<file path="src/rtl/bv_ashr_serial.sv">
// Bit-serial arithmetic right shifter: loads a value and a shift count, then
// moves one bit per step while the count is non-zero, replicating the sign.
module bv_ashr_serial #(
    parameter int W = 4
) (
    input  logic         clk,
    input  logic         rst,
    input  logic         load,
    input  logic         step,
    input  logic [W-1:0] d,
    input  logic [W-1:0] amt,
    output logic         busy,
    output logic         last,
    output logic [W-1:0] q
);

    logic [W-1:0] shreg;
    logic [W-1:0] shcnt;

    // Load takes priority; otherwise each step shifts one bit and counts down.
    always_ff @(posedge clk or posedge rst) begin
        if (rst) begin
            shreg <= '0;
            shcnt <= '0;
        end else if (load) begin
            shreg <= d;
            shcnt <= amt;
        end else if (step && (shcnt != '0)) begin
            shreg <= {shreg[W-1], shreg[W-1:1]};
            shcnt <= shcnt - 1'b1;
        end
    end

    // last flags the step that brings the count to zero, so the caller can
    // leave its shift phase in that same cycle.
    always_comb begin
        busy = (shcnt != '0);
        last = (shcnt == W'(1));
        q    = shreg;
    end

endmodule

</file>
<file path="config.mk">
export PLATFORM = sky130hd
export DESIGN_NAME = bv_ashr_serial
export DESIGN_NICKNAME = d
export VERILOG_FILES = /design/src/rtl/bv_ashr_serial.sv
export SDC_FILE = /design/constraint.sdc
export NUM_CORES = 1
export LEC_CHECK = 0
export ABC_AREA = 0
export BUFFER_PORTS_ARGS = -buffer_cell sky130_fd_sc_hd__buf_2
export CELL_PAD_IN_SITES_DETAIL_PLACEMENT = 2
export CELL_PAD_IN_SITES_GLOBAL_PLACEMENT = 2
export CORE_MARGIN = 1
export CORE_UTILIZATION = 29
export CTS_CLUSTER_SIZE = 24
export DETAILED_ROUTE_END_ITERATION = 8
export PLACE_DENSITY_LB_ADDON = 0.1
export SYNTH_ARGS = -nofsm -noshare
export SYNTH_HDL_FRONTEND = slang
export SYNTH_SLANG_ARGS = --single-unit
</file>
<file path="constraint.sdc">
create_clock -name clk -period 4.3 [get_ports clk]
set_input_delay 0.215 -clock clk [delete_from_list [all_inputs] [get_ports clk]]
set_output_delay 0.215 -clock clk [all_outputs]
set_load 0.02 [all_outputs]
</file>
==> results.md, run 1 <==
- The run finished with clean final reports.
- The startpoint identified for the worst register-to-register timing path is shcnt[0].
- Dividing the final minimum period by the clock period gives 44.70%.
- The register area share after synthesis is 40.10%.
- The number of endpoints failing setup at the final stage is 0.
- The total track usage is roughly 16%.
- The analysis attributes to cell leakage a power of 0.3043 nW.
- STA classifies the critical path startpoint as a register.
- The cell accounting for the most synthesized area is sky130_fd_sc_hd__dfrtp_1.
- The count of TritonRoute iterations in the first routing pass is 2.
- Registers are responsible for 44.8% of the overall power.
- Buffers added to address setup during post-CTS repair amount to 0.
- The first-pass GRT wire length is 2208 um.
- Across all hold checks on the routed design, the worst slack comes to around 0.16 ns.
- Of the post-synthesis cell area, the dominant cell type holds 40.10%.
- Counting instances in the post-synthesis netlist gives the leading cell types as sky130_fd_sc_hd__dfrtp_1 (8), sky130_fd_sc_hd__inv_1 (6), sky130_fd_sc_hd__a21oi_1 (4), sky130_fd_sc_hd__a31o_2 (4), sky130_fd_sc_hd__nand2_1 (4).
- Once detailed placement completed, the half-perimeter wirelength came to 911.6 um.
- In this run the register-to-register setup slack is 2.48 ns.
- On the critical path, the stage with the largest delay is an instance of sky130_fd_sc_hd__or3b_1.
- The die is 43.49 um wide.
- The floorplan step defined a die boundary enclosing 1891 sq um.
- The aggregate negative setup slack is 0 ns.
- Global routing finished with a remaining overflow of 0.
- The upper clock frequency limit is between 500 and 600 MHz.
- The violation count after the first detailed-routing iteration is 1.
- In the synthesized netlist the async set-or-reset flop fraction comes to 100.0%.
- Once the clock tree was built, the resizer swapped 0 gates to a different size.
- The count of antenna-violating nets left after detailed routing is 0.
- The number of buffers created by CTS is 3.
- After layout, the minimum clock period comes to 1.922 ns.
- The detail-routed net length per standard cell is 14.98 um.
- Across all layers, the routed design uses between 400 and 500 vias.
- The latest clock arrival within the worst-skew pair is 0.26 ns.
- The cell type group with the largest total delay on the critical path is simple AND/OR/NAND/NOR gates.
- Setup repair after global routing left no endpoint under its margin.
- The largest single stage delay on the critical path is 0.53 ns.
- The relative slew slack is about three quarters.
- The startpoint of the most critical hold path is amt[1].
- The number of antenna violations at the first check in global routing is 0.
- The min-delay analysis places its worst path in the category in2reg.
- The number of global-route vias before repair came to 492.
- Dividing the detail-routed via count by the number of cells gives 5.524.
- The worst hold path passes through 3 cells.
- The endpoint of the worst hold path is shcnt[1].
- The average instance in the mapped netlist occupies approximately 9.8 sq um.
- The signed area change from the synthesized netlist to the final layout is 22.31%.
- The final hold violation count is 0.
- The capturing point of the worst reg2reg path is q[2].
- The path depth of the worst reg2reg path is 5.
- The critical path data arrival time is 1.71 ns.
- The transition time at the pin with the least slew margin is 0.3844 ns.
- The die is between 40 and 50 um tall.
- The region available for standard cell placement spans 1559 sq um.
- No sink is reached through more buffers than the 2 on the longest clock path.
- The worst voltage drop across the vdd grid is 0.0001389 V.
- The root buffer selected by CTS is sky130_fd_sc_hd__clkbuf_4.
- The maximum fanout count along the critical path is 11.
- The net count reported at finish is between 80 and 90.
- The number of antenna diodes is 0.
- The clock net in this run drives a total of 8 sinks.
- The most frequently used flop master after synthesis is sky130_fd_sc_hd__dfrtp_1.
- STA puts the critical path data required time at 4.09 ns.
- The proportion of total power due to net switching is 31.52%.
- For this design the ratio of total power to cell area is ~340 nW/um^2.
- The post-synthesis instance area is 499.2 sq um.
- The CTS tree is done.
- The instance count after placement with tap cells included is 80.
- The final weighted congestion of routability-driven global placement is 0.6719.
- Per report_power, the clock group accounts for approximately 29% of the total.
- After synthesis, the netlist uses 20 different library cells.
- The level count of the clock H-tree is 1.
- Ranked by total cell area, the synthesized netlist is headed by sky130_fd_sc_hd__dfrtp_1 (40%), sky130_fd_sc_hd__a31o_2 (7.0%), sky130_fd_sc_hd__a2bb2oi_1 (5.3%), sky130_fd_sc_hd__ha_1 (5.0%), sky130_fd_sc_hd__a21boi_0 (4.5%).
- In the routed design, unresolved DRC markers number 0.
- The final standard cell count with taps included and fillers excluded is 84.
- The worst setup skew after layout is approximately 0.0083 ns.
- For this design the total switching power over the nets is approximately 65 uW.
- Buffers placed on the I/O ports in this run total 17.
- The element type at the critical path end is an output port.
- The number of violations of the max-capacitance limit is 0.
- The critical path goes through inv_1, ha_1, or3b_1, buf_2.
- The combinational fraction of design power is 26.0%.
- The effective utilization at floorplan is approximately a third.
- Counting flops and latches in the post-synthesis netlist gives 8.
- During I/O placement, the number of pins put on the boundary was 18.
- Counting every net in the synthesized netlist gives between 60 and 70.
- For this run, the number of Yosys warnings is 0.
- Of the cells placed in the final design, the portion with a size suffix greater than 1 is around two fifths.
- The layout has 179 filler cells.
- The most frequent cell after synthesis is sky130_fd_sc_hd__dfrtp_1.
- The final-report max-slew violation count is 0.
- The final core utilization is between 30% and 40%.
- The routed wire length is 1258 um.
- After clock tree synthesis, the clock-pin slew on the worst setup and hold paths is 0.05 ns.
- In the synthesized netlist, the number of instances is 51.
- Entering global routing, the biggest net connects 18 pins.
- The critical path contains buffers and inverters numbering 2 combined.
- Row generation in the floorplan step produced 14 rows.
- Yosys mapped a number of flops with a built-in enable equal to 0.
- The internal portion of total power is around 140 uW.
- The path type of the worst setup path is reg2out.
## sequential cells by signal, indices dropped and copies added, names as in the netlist
register  cells
shcnt         4
q             4
## cell type report
type                            count  area [sq um]  share of cell area [%]
Timing Repair Buffer               18         95.09                   15.57
Tap cell                           16         20.02                   3.279
Clock buffer                        3         22.52                   3.689
Inverter                            6         22.52                   3.689
Sequential cell                     8         200.2                   32.79
Multi-Input combinational cell     33         250.2                   40.98
## layer usage
layer,global-route usage (%),part of all wire [%],vias up
met5,0,0,-
met4,7.500,2.1,0
li1,-,-,216
met3,2.500,3.8,3
met2,27.58,50,13
met1,19.84,44,232
## power by group through the flow
stage | logic, mW | clock network [mW] | registers (mW)
global route | 0.0601 | 0.0651 | 0.0943
floorplan | 0.0329 | 0 | 0.0966
global placement | 0.0520 | 0 | 0.0934
finish | 0.0536 | 0.0603 | 0.0925
CTS | 0.0547 | 0.0630 | 0.0925
detailed placement | 0.0539 | 0 | 0.0938
## cell families (layout without fill, tap and decap cells)
kind of cell	after synthesis	in the layout	share of synthesized area [%]
AO/OA/AOI/OAI	17	17	24.56
AND/OR/NAND/NOR	12	12	16.29
buffers and inverters	10	27	9.773
flip-flops	8	8	40.10
adder cells (fa/ha/maj)	2	2	5.012
multiplexers	2	2	4.261
## cell usage in the layout, fill, tap and decap left out, drive strengths merged
| master | count |
|---|---|
| or3b | 2 |
| nor2b | 2 |
| ha | 2 |
| buf | 17 |
| nor3b | 2 |
| o311ai | 1 |
| a21oi | 4 |
| dfrtp | 8 |
| and4b | 1 |
| clkbuf | 3 |
| dlygate4sd3 | 1 |
| or4b | 1 |
| a31o | 4 |
| o21ai | 2 |
| nand2 | 4 |
| a2bb2oi | 3 |
| mux2i | 1 |
| inv | 6 |
| a21boi | 3 |
| mux2 | 1 |
## worst reg2reg max path, delay by kind of cell (launching register included)
kind                       cells  cell delay [ns]
DFF                            1             0.41
buffers and inverters          1             0.09
AOI/OAI and AO/OA              2             0.51
and+or+nand+nor                1             0.53
adders and majority gates      1             0.18
## repair_timing
action	CTS	global route
setup endpoints to repair	0	0
hold buffers	1	0
endpoints found under the hold margin	8	0
## worst max-delay path by stage
stage | start | to | slack, ns | cells after the start
5_1_grt | shcnt[0] | busy | 2.26 | 4
4_1_cts | shcnt[0] | busy | 2.36 | 4
3_5_place_dp | shcnt[0] | q[2] | 2.51 | 5
3_3_place_gp | shcnt[1] | q[2] | 2.56 | 5
6_report | shcnt[0] | busy | 2.38 | 4
2_1_floorplan | shcnt[0] | q[0] | 2.65 | 6
## per-stage QoR
stage | worst slack [ns] | power [mW] | cell area [sq um]
5_1_grt | 2.262 | 0.2195 | 610.6
3_5_place_dp | 2.513 | 0.1476 | 578.1
6_report | 2.378 | 0.2065 | 610.6
4_1_cts | 2.362 | 0.2102 | 610.6
2_1_floorplan | 2.653 | 0.1295 | 499.2
3_3_place_gp | 2.562 | 0.1454 | 578.1
(Power assumes the default switching activity.)
==> inputs of run 2 (changes only) <==
CORE_UTILIZATION = 24   (was 29)
clock period = 1.55 ns   (was 4.3 ns; I/O delays follow)
==> run 2 against run 1 <==
Sequential share of layout area down 5.9 points. Non-clock buffer count up 8. The flow now finishes with violations (setup timing). Critical path depth unchanged. Cell count up 24%. Power rose to 3.1 times the previous value. Setup slack worse by 2.4 ns. Hold slack worse by 0.13 ns. Flip-flop and latch count unchanged. Utilization down 1.3 points.
==> results.md, run 2 (synthesis results as in run 1) <==
- The total track usage is 14.69% (-1.4 points).
- The routed wire length is 1431 um (+14%).
- The total via count after detailed routing is 488 (+5.2%).
- The first-pass GRT wire length is 2125 um (-3.8%).
- The number of buffer cells added on primary ports is 17 (unchanged).
- The combinational fraction of design power was 34.1% (+8.1 points).
- The number of endpoints failing setup at the final stage is 5 (+5).
- The leftover overflow at the end of global routing is 0 (unchanged).
- The maximum fanout count along the critical path is 2 (-9).
- The vertical die dimension came to 47.61 um (+9.5%).
- The final core utilization is 37.88% (-1.3 points).
- The clock group share of total power is 25.8% (-3.4 points).
- The standard-cell row count was 16 (+2).
- In this run the critical register-to-register path is launched from shcnt[1].
- Leaving out fill and tap cells, the most frequent cells in the layout are sky130_fd_sc_hd__buf_2 (16), sky130_fd_sc_hd__buf_4 (8), sky130_fd_sc_hd__dfrtp_1 (8).
- The worst-case setup slack after placement is -0.1870 ns (-2.700 ns).
- The effective utilization at floorplan is 25.45% (-6.6 points).
- The most common cell after layout, fill and taps aside is sky130_fd_sc_hd__buf_2.
- The I/O pin total is 18 (unchanged).
- The largest net degree at the start of global routing was 18 (unchanged).
- The internal portion of total power is 438.7 uW (+210%).
- The count of antenna-violating nets left after detailed routing is 0 (unchanged).
- Traced cell by cell, the critical path runs through buf_4, or4b_4, or3b_4, a21oi_2.
- Based on the critical path, the design can be clocked at up to between 600 and 700 MHz.
- The biggest cell delay along the critical path is 0.51 ns (-0.02 ns).
- After layout, the minimum clock period comes to 1.598 ns.
- For hold timing, the worst endpoint is shcnt[2].
- The worst-case register-to-register setup slack is -0.05 ns (-2.53 ns).
- The flow ran to the end, but the final reports show violations.
- The share of the clock period used by the worst path after layout is 103.1%.
- The core region area is 1962 sq um (+26%).
- The worst setup path is launched from a register.
- The path depth of the worst reg2reg path came to 4 (-1).
- By startpoint and endpoint, the worst setup path is classified as reg2reg.
- The critical path data required time is 1.74 ns (-2.35 ns).
- The residual DRC count is 0 (unchanged).
- The element type at the critical path end is a register.
- The number of antenna violations at the first check in global routing is 0 (unchanged).
- The final weighted congestion of routability-driven global placement is 0.6908 (+2.8%).
- The aggregate negative setup slack is -0.1340 ns (-0.1340 ns).
- The CTS tree is done.
- The critical path data arrival time is 1.78 ns (+0.07 ns).
- The HPWL after detailed placement is 1022 um (+12%).
- The via density per instance is 4.692 (-15%).
- The number of cells on the worst hold path is 3 (unchanged).
- The placed instance area is 680.7 sq um (+18%).
- The number of global-route vias before repair is 447 (-9.1%).
- The relative contribution of sequential cells to total power is 40.1% (-4.7 points).
- The width of the die is 47.61 um (+9.5%).
- The checks that failed: setup timing.
- The final hold violation count is 0 (unchanged).
- The number of antenna diodes is 0 (unchanged).
- The relative slew slack came to 77.66% (+3.6 points).
- The final-report max-slew violation count was 0 (unchanged).
- The number of setup buffers added after CTS is 0 (unchanged).
- The post-route standard cell area excluding fillers was 743.2 sq um (+22%).
- The latest clock arrival within the worst-skew pair came to 0.25 ns (about the same).
- The number of violations of the max-capacitance limit was 0 (unchanged).
- The floorplan die area is 2267 sq um (+20%).
- The endpoint identified for the worst register-to-register timing path is shcnt[3].
- The clock tree buffer depth is 2 (unchanged).
- The clock net sink count came to 8 (unchanged).
- The worst voltage drop across the vdd grid is 0.0003189 V (+130%).
- The violation count after the first detailed-routing iteration is 2 (+1).
- In this run the most critical hold path is launched from amt[2].
- The final setup slack of the worst path was -0.04759 ns (-2.425 ns).
- The slowest stage of the critical path belongs to the cell sky130_fd_sc_hd__or4b_4.
- The share of final-layout standard cells stronger than drive strength 1 is 51.95% (+14 points).
- The worst setup skew after layout was 0.0008992 ns (-0.007377 ns).
- The proportion of total power due to net switching is 30.78% (-0.74 points).
- The count of TritonRoute iterations in the first routing pass came to 2 (unchanged).
- The leakage power is 0.3598 nW (+18%).
- From synthesis to final layout, the design area changed by 48.87%.
- Setup repair after global routing could not meet its margin everywhere.
- The power per standard cell area is 852.7 nW/um^2 (+150%).
- The reported net switching power was 195.1 uW (+200%).
- The root buffer selected by CTS is sky130_fd_sc_hd__clkbuf_4.
- The level count of the clock H-tree is 1 (unchanged).
- The number of buffers created by CTS is 3 (unchanged).
- The detail-routed net length per standard cell was 13.76 um (-8.1%).
- The net count reported at finish is 93 (+11%).
- The final-layout fill cell count was 251 (+40%).
- The clock-pin slew on the worst setup and hold paths is 0.06 ns (about the same).
- The path class of the tightest hold or removal check is in2reg.
- The transition time at the pin with the least slew margin came to 0.3347 ns (-0.04966 ns).
## run 2: power groups by stage
| stage | Combinational (mW) | Sequential (mW) | Clock (mW) |
|---|---|---|---|
| 3_5_place_dp | 0.202 | 0.254 | 0 |
| 2_1_floorplan | 0.104 | 0.270 | 0 |
| 6_report | 0.216 | 0.254 | 0.163 |
| 4_1_cts | 0.217 | 0.255 | 0.170 |
| 5_1_grt | 0.240 | 0.258 | 0.182 |
| 3_3_place_gp | 0.195 | 0.255 | 0 |
## run 2: what timing repair did
| item | CTS | global route |
|---|---|---|
| cloned | 1 | 0 |
| endpoints found under the setup margin | 7 | 7 |
| gates resized for setup | 5 | 2 |
| hold buffers | 1 | 0 |
| endpoints found under the hold margin | 8 | 0 |
## run 2: worst max-delay path: cells and delay by family (launching register included)
family	cells	cell delay [ns]
AO/OA/AOI/OAI	1	0.11
AND/OR/NAND/NOR	2	0.90
flip-flops	1	0.37
buffers and inverters	1	0.14
## run 2: worst max path at each step
stage	slack (ns)	end	depth (start not counted)	startpoint
finish	-0.05	shcnt[3]	4	shcnt[1]
CTS	-0.06	busy	4	shcnt[1]
detailed placement	-0.19	q[0]	5	shcnt[1]
global placement	-0.12	q[0]	5	shcnt[1]
floorplan	-0.04	q[0]	6	shcnt[0]
global route	-0.11	shcnt[3]	4	shcnt[1]
## run 2: metrics by stage
| stage | total power [mW] | hold WS [ns] | instances |
|---|---|---|---|
| global route | 0.6797 | 0.03710 | 104 |
| global placement | 0.4500 | 0.04441 | 99 |
| finish | 0.6337 | 0.03234 | 104 |
| floorplan | 0.3733 | -0.1068 | 51 |
| detailed placement | 0.4559 | 0.05005 | 99 |
| CTS | 0.6422 | 0.03202 | 104 |
## run 2: layout make-up
cell class / instances / area, sq um / area share [%]
Clock buffer: 3 / 22.52 / 3.030
Sequential cell: 8 / 200.2 / 26.94
Timing Repair Buffer: 26 / 161.4 / 21.72
Multi-Input combinational cell: 34 / 302.8 / 40.74
Inverter: 6 / 22.52 / 3.030
Tap cell: 27 / 33.78 / 4.545
## run 2: metal layers
layer | vias to the layer above | global-route usage, % | share of wire, %
met3 | 2 | 6.792 | 4.2
met2 | 11 | 24.66 | 51
li1 | 238 | - | -
met4 | 0 | 5.000 | 0.70
met5 | - | 0 | 0
met1 | 237 | 16.48 | 44
==> inputs of run 3 (changes only) <==
PLACE_DENSITY = 0.71   (was not set)
PLACE_DENSITY_LB_ADDON = not set   (was 0.1)
==> run 3 against run 2 <==
The flow still finishes with violations (setup timing). Non-clock buffer count rose by 7. Die area is the same. Clock skew rose by 0.0064 ns. Register-to-register slack lost 0.02 ns. First-iteration DRC count stayed put. Power grew 11%. Global-route usage grew 0.59 points. Critical path type unchanged.
==> results.md, run 3 (synthesis results as in run 1) <==
- The final hold violation count is 0 (unchanged).
- The most common cell after layout, fill and taps aside is sky130_fd_sc_hd__buf_2.
- The critical path data required time came to 1.68 ns (-0.06 ns).
- From synthesis to final layout, the design area changed by 68.42%.
- The first-pass GRT wire length is 2332 um (+9.7%).
- The number of endpoints failing setup at the final stage is 5 (unchanged).
- The critical path data arrival time came to 1.74 ns (-0.04 ns).
- The share of final-layout standard cells stronger than drive strength 1 was 63.86% (+12 points).
- The number of global-route vias before repair is 505 (+13%).
- The relative slew slack came to 75.88% (-1.8 points).
- The number of antenna violations at the first check in global routing is 0 (unchanged).
- The root buffer selected by CTS is sky130_fd_sc_hd__clkbuf_4.
- The biggest cell delay along the critical path is 0.41 ns (-0.10 ns).
- The violation count after the first detailed-routing iteration is 2 (unchanged).
- Walking the worst path, the cells encountered are inv_2, ha_4, or3b_4, buf_6, a31o_4, a2bb2oi_2.
- The final setup slack of the worst path is -0.06353 ns (-0.01594 ns).
- The worst setup skew after layout is 0.007325 ns (+0.006425 ns).
- The total via count after detailed routing is 504 (+3.3%).
- The width of the die is 47.61 um (unchanged).
- The upper clock frequency limit is 619.8 MHz (-0.99%).
- The path type of the worst setup path is reg2reg.
- The detail-routed net length per standard cell is 14.51 um (+5.4%).
- The HPWL after detailed placement was 973.6 um (-4.8%).
- The number of violations of the max-capacitance limit came to 0 (unchanged).
- The number of antenna diodes came to 0 (unchanged).
- The transition time at the pin with the least slew margin came to 0.3617 ns (+0.02701 ns).
- The run finished, with violations left.
- The residual DRC count is 0 (unchanged).
- The clock tree buffer depth was 2 (unchanged).
- The worst voltage drop across the vdd grid came to 0.0004217 V (+32%).
- The final-report max-slew violation count came to 0 (unchanged).
- The share of the clock period used by the worst path after layout is 104.1% (+1.0 points).
- The via density per instance is 4.582 (-2.4%).
- The number of buffers created by CTS is 3 (unchanged).
- The CTS tree is done.
- The effective utilization at floorplan is 25.45% (unchanged).
- The core region area came to 1962 sq um (unchanged).
- The leftover overflow at the end of global routing came to 0 (unchanged).
- The overall power came to 703.2 uW (+11%).
- The count of TritonRoute iterations in the first routing pass is 3 (+1).
- The kind of start point of the critical path is a register.
- The worst-case setup slack after placement came to -0.06377 ns (+0.1232 ns).
- The leakage power is 0.4011 nW (+11%).
- The routed wire length is 1596 um (+12%).
- The largest net degree at the start of global routing is 18 (unchanged).
- The worst setup path is captured at a register.
- The maximum fanout count along the critical path is 6 (+4).
- The clock-pin slew on the worst setup and hold paths is 0.06 ns (about the same).
- The worst hold path belongs to the class in2reg.
- The net count reported at finish was 99 (+6.5%).
- The floorplan die area is 2267 sq um (unchanged).
- The power per standard cell area is 836.3 nW/um^2 (-1.9%).
- The total track usage is 15.27% (+0.59 points).
- The final weighted congestion of routability-driven global placement was 0.7533 (+9.0%).
- The worst-case register-to-register setup slack came to -0.06 ns (-0.02 ns).
- The level count of the clock H-tree came to 1 (unchanged).
- Among all stages on the critical path, the largest delay is contributed by sky130_fd_sc_hd__dfrtp_1.
- Setup repair after global routing could not meet its margin everywhere.
- The checks that failed: setup timing.
- The vertical die dimension is 47.61 um (unchanged).
- The number of buffer cells added on primary ports is 17 (unchanged).
- The clock net sink count is 8 (unchanged).
- The I/O pin total is 18 (unchanged).
- The count of antenna-violating nets left after detailed routing is 0 (unchanged).
- The time the final worst path needs with I/O delays and setup came to 1.614 ns (+0.01594 ns).
- The latest clock arrival within the worst-skew pair is 0.26 ns (about the same).
- The standard-cell row count came to 16 (unchanged).
- The top cell types in the final layout, fill and taps aside, are sky130_fd_sc_hd__buf_2 (15), sky130_fd_sc_hd__buf_4 (13), sky130_fd_sc_hd__dfrtp_1 (8).
==> run 3: changes by cell type in the layout (fill, tap and decap cells not counted), sizes merged <==
cell  previous run  this run
or3b             3         2
buf             25        32
==> run 3: final timing paths <==
path	startpoint	end	depth (start not counted)
setup / recovery	shcnt[1]	q[2]	6
hold / removal	amt[2]	shcnt[2]	3
setup reg to reg	shcnt[1]	q[2]	6
hold reg to reg	q[3]	q[3]	1
max in group asynchronous	rst	shcnt[0]	3
min in group asynchronous	rst	shcnt[2]	3
==> run 3: worst max-delay path: cells and delay by family, from the launching register on <==
kind / cells / cell delay [ns]
and+or+nand+nor: 1 / 0.38
AOI/OAI and AO/OA: 2 / 0.33
DFF: 1 / 0.41
buffers and inverters: 2 / 0.24
adders and majority gates: 1 / 0.12
==> run 3: power breakdown <==
group          internal (mW)  switching [mW]
Sequential             0.234          0.0211
Combinational          0.161           0.121
Clock                 0.0891          0.0774
==> run 3: what timing repair did <==
action / in CTS / in global routing
pin swaps: 1 / 2
hold buffers: 1 / 0
resized for setup: 14 / 10
setup endpoints to repair: 7 / 8
buffers inserted: 4 / 1
endpoints found under the hold margin: 8 / 0
cloned: 1 / 0
==> run 3: per-layer routing <==
metal / up-vias / track usage, % / part of all wire [%]
li1: 248 / - / -
met1: 243 / 17.73 / 43
met2: 11 / 26.85 / 53
met3: 2 / 5.660 / 4.0
met4: 0 / 3.333 / 0.50
met5: - / 0 / 0
==> run 3: stage by stage <==
stage / std cells / hold WS, ns / setup TNS (ns) / area (sq um) / util [%]
2_1_floorplan: 51 / -0.1068 / -0.1124 / 534.3 / -
3_3_place_gp: 100 / 0.04483 / -0.1122 / 688.2 / 35.08
3_5_place_dp: 100 / 0.05910 / -0.2627 / 688.2 / 35.08
4_1_cts: 109 / 0.03183 / -0.1688 / 795.8 / 40.56
5_1_grt: 110 / 0.04934 / -0.5340 / 840.8 / 42.86
6_report: 110 / 0.03805 / -0.2759 / 840.8 / 42.86
==> run 3: layout make-up <==
| class | count | area, sq um |
|---|---|---|
| fillers | 229 | 1121 |
| multi-input cells | 33 | 334.1 |
| repair buffers | 33 | 227.7 |
| flip-flops and latches | 8 | 200.2 |
| well taps | 27 | 33.78 |
| clock buffers | 3 | 22.52 |
| inverters | 6 | 22.52 |
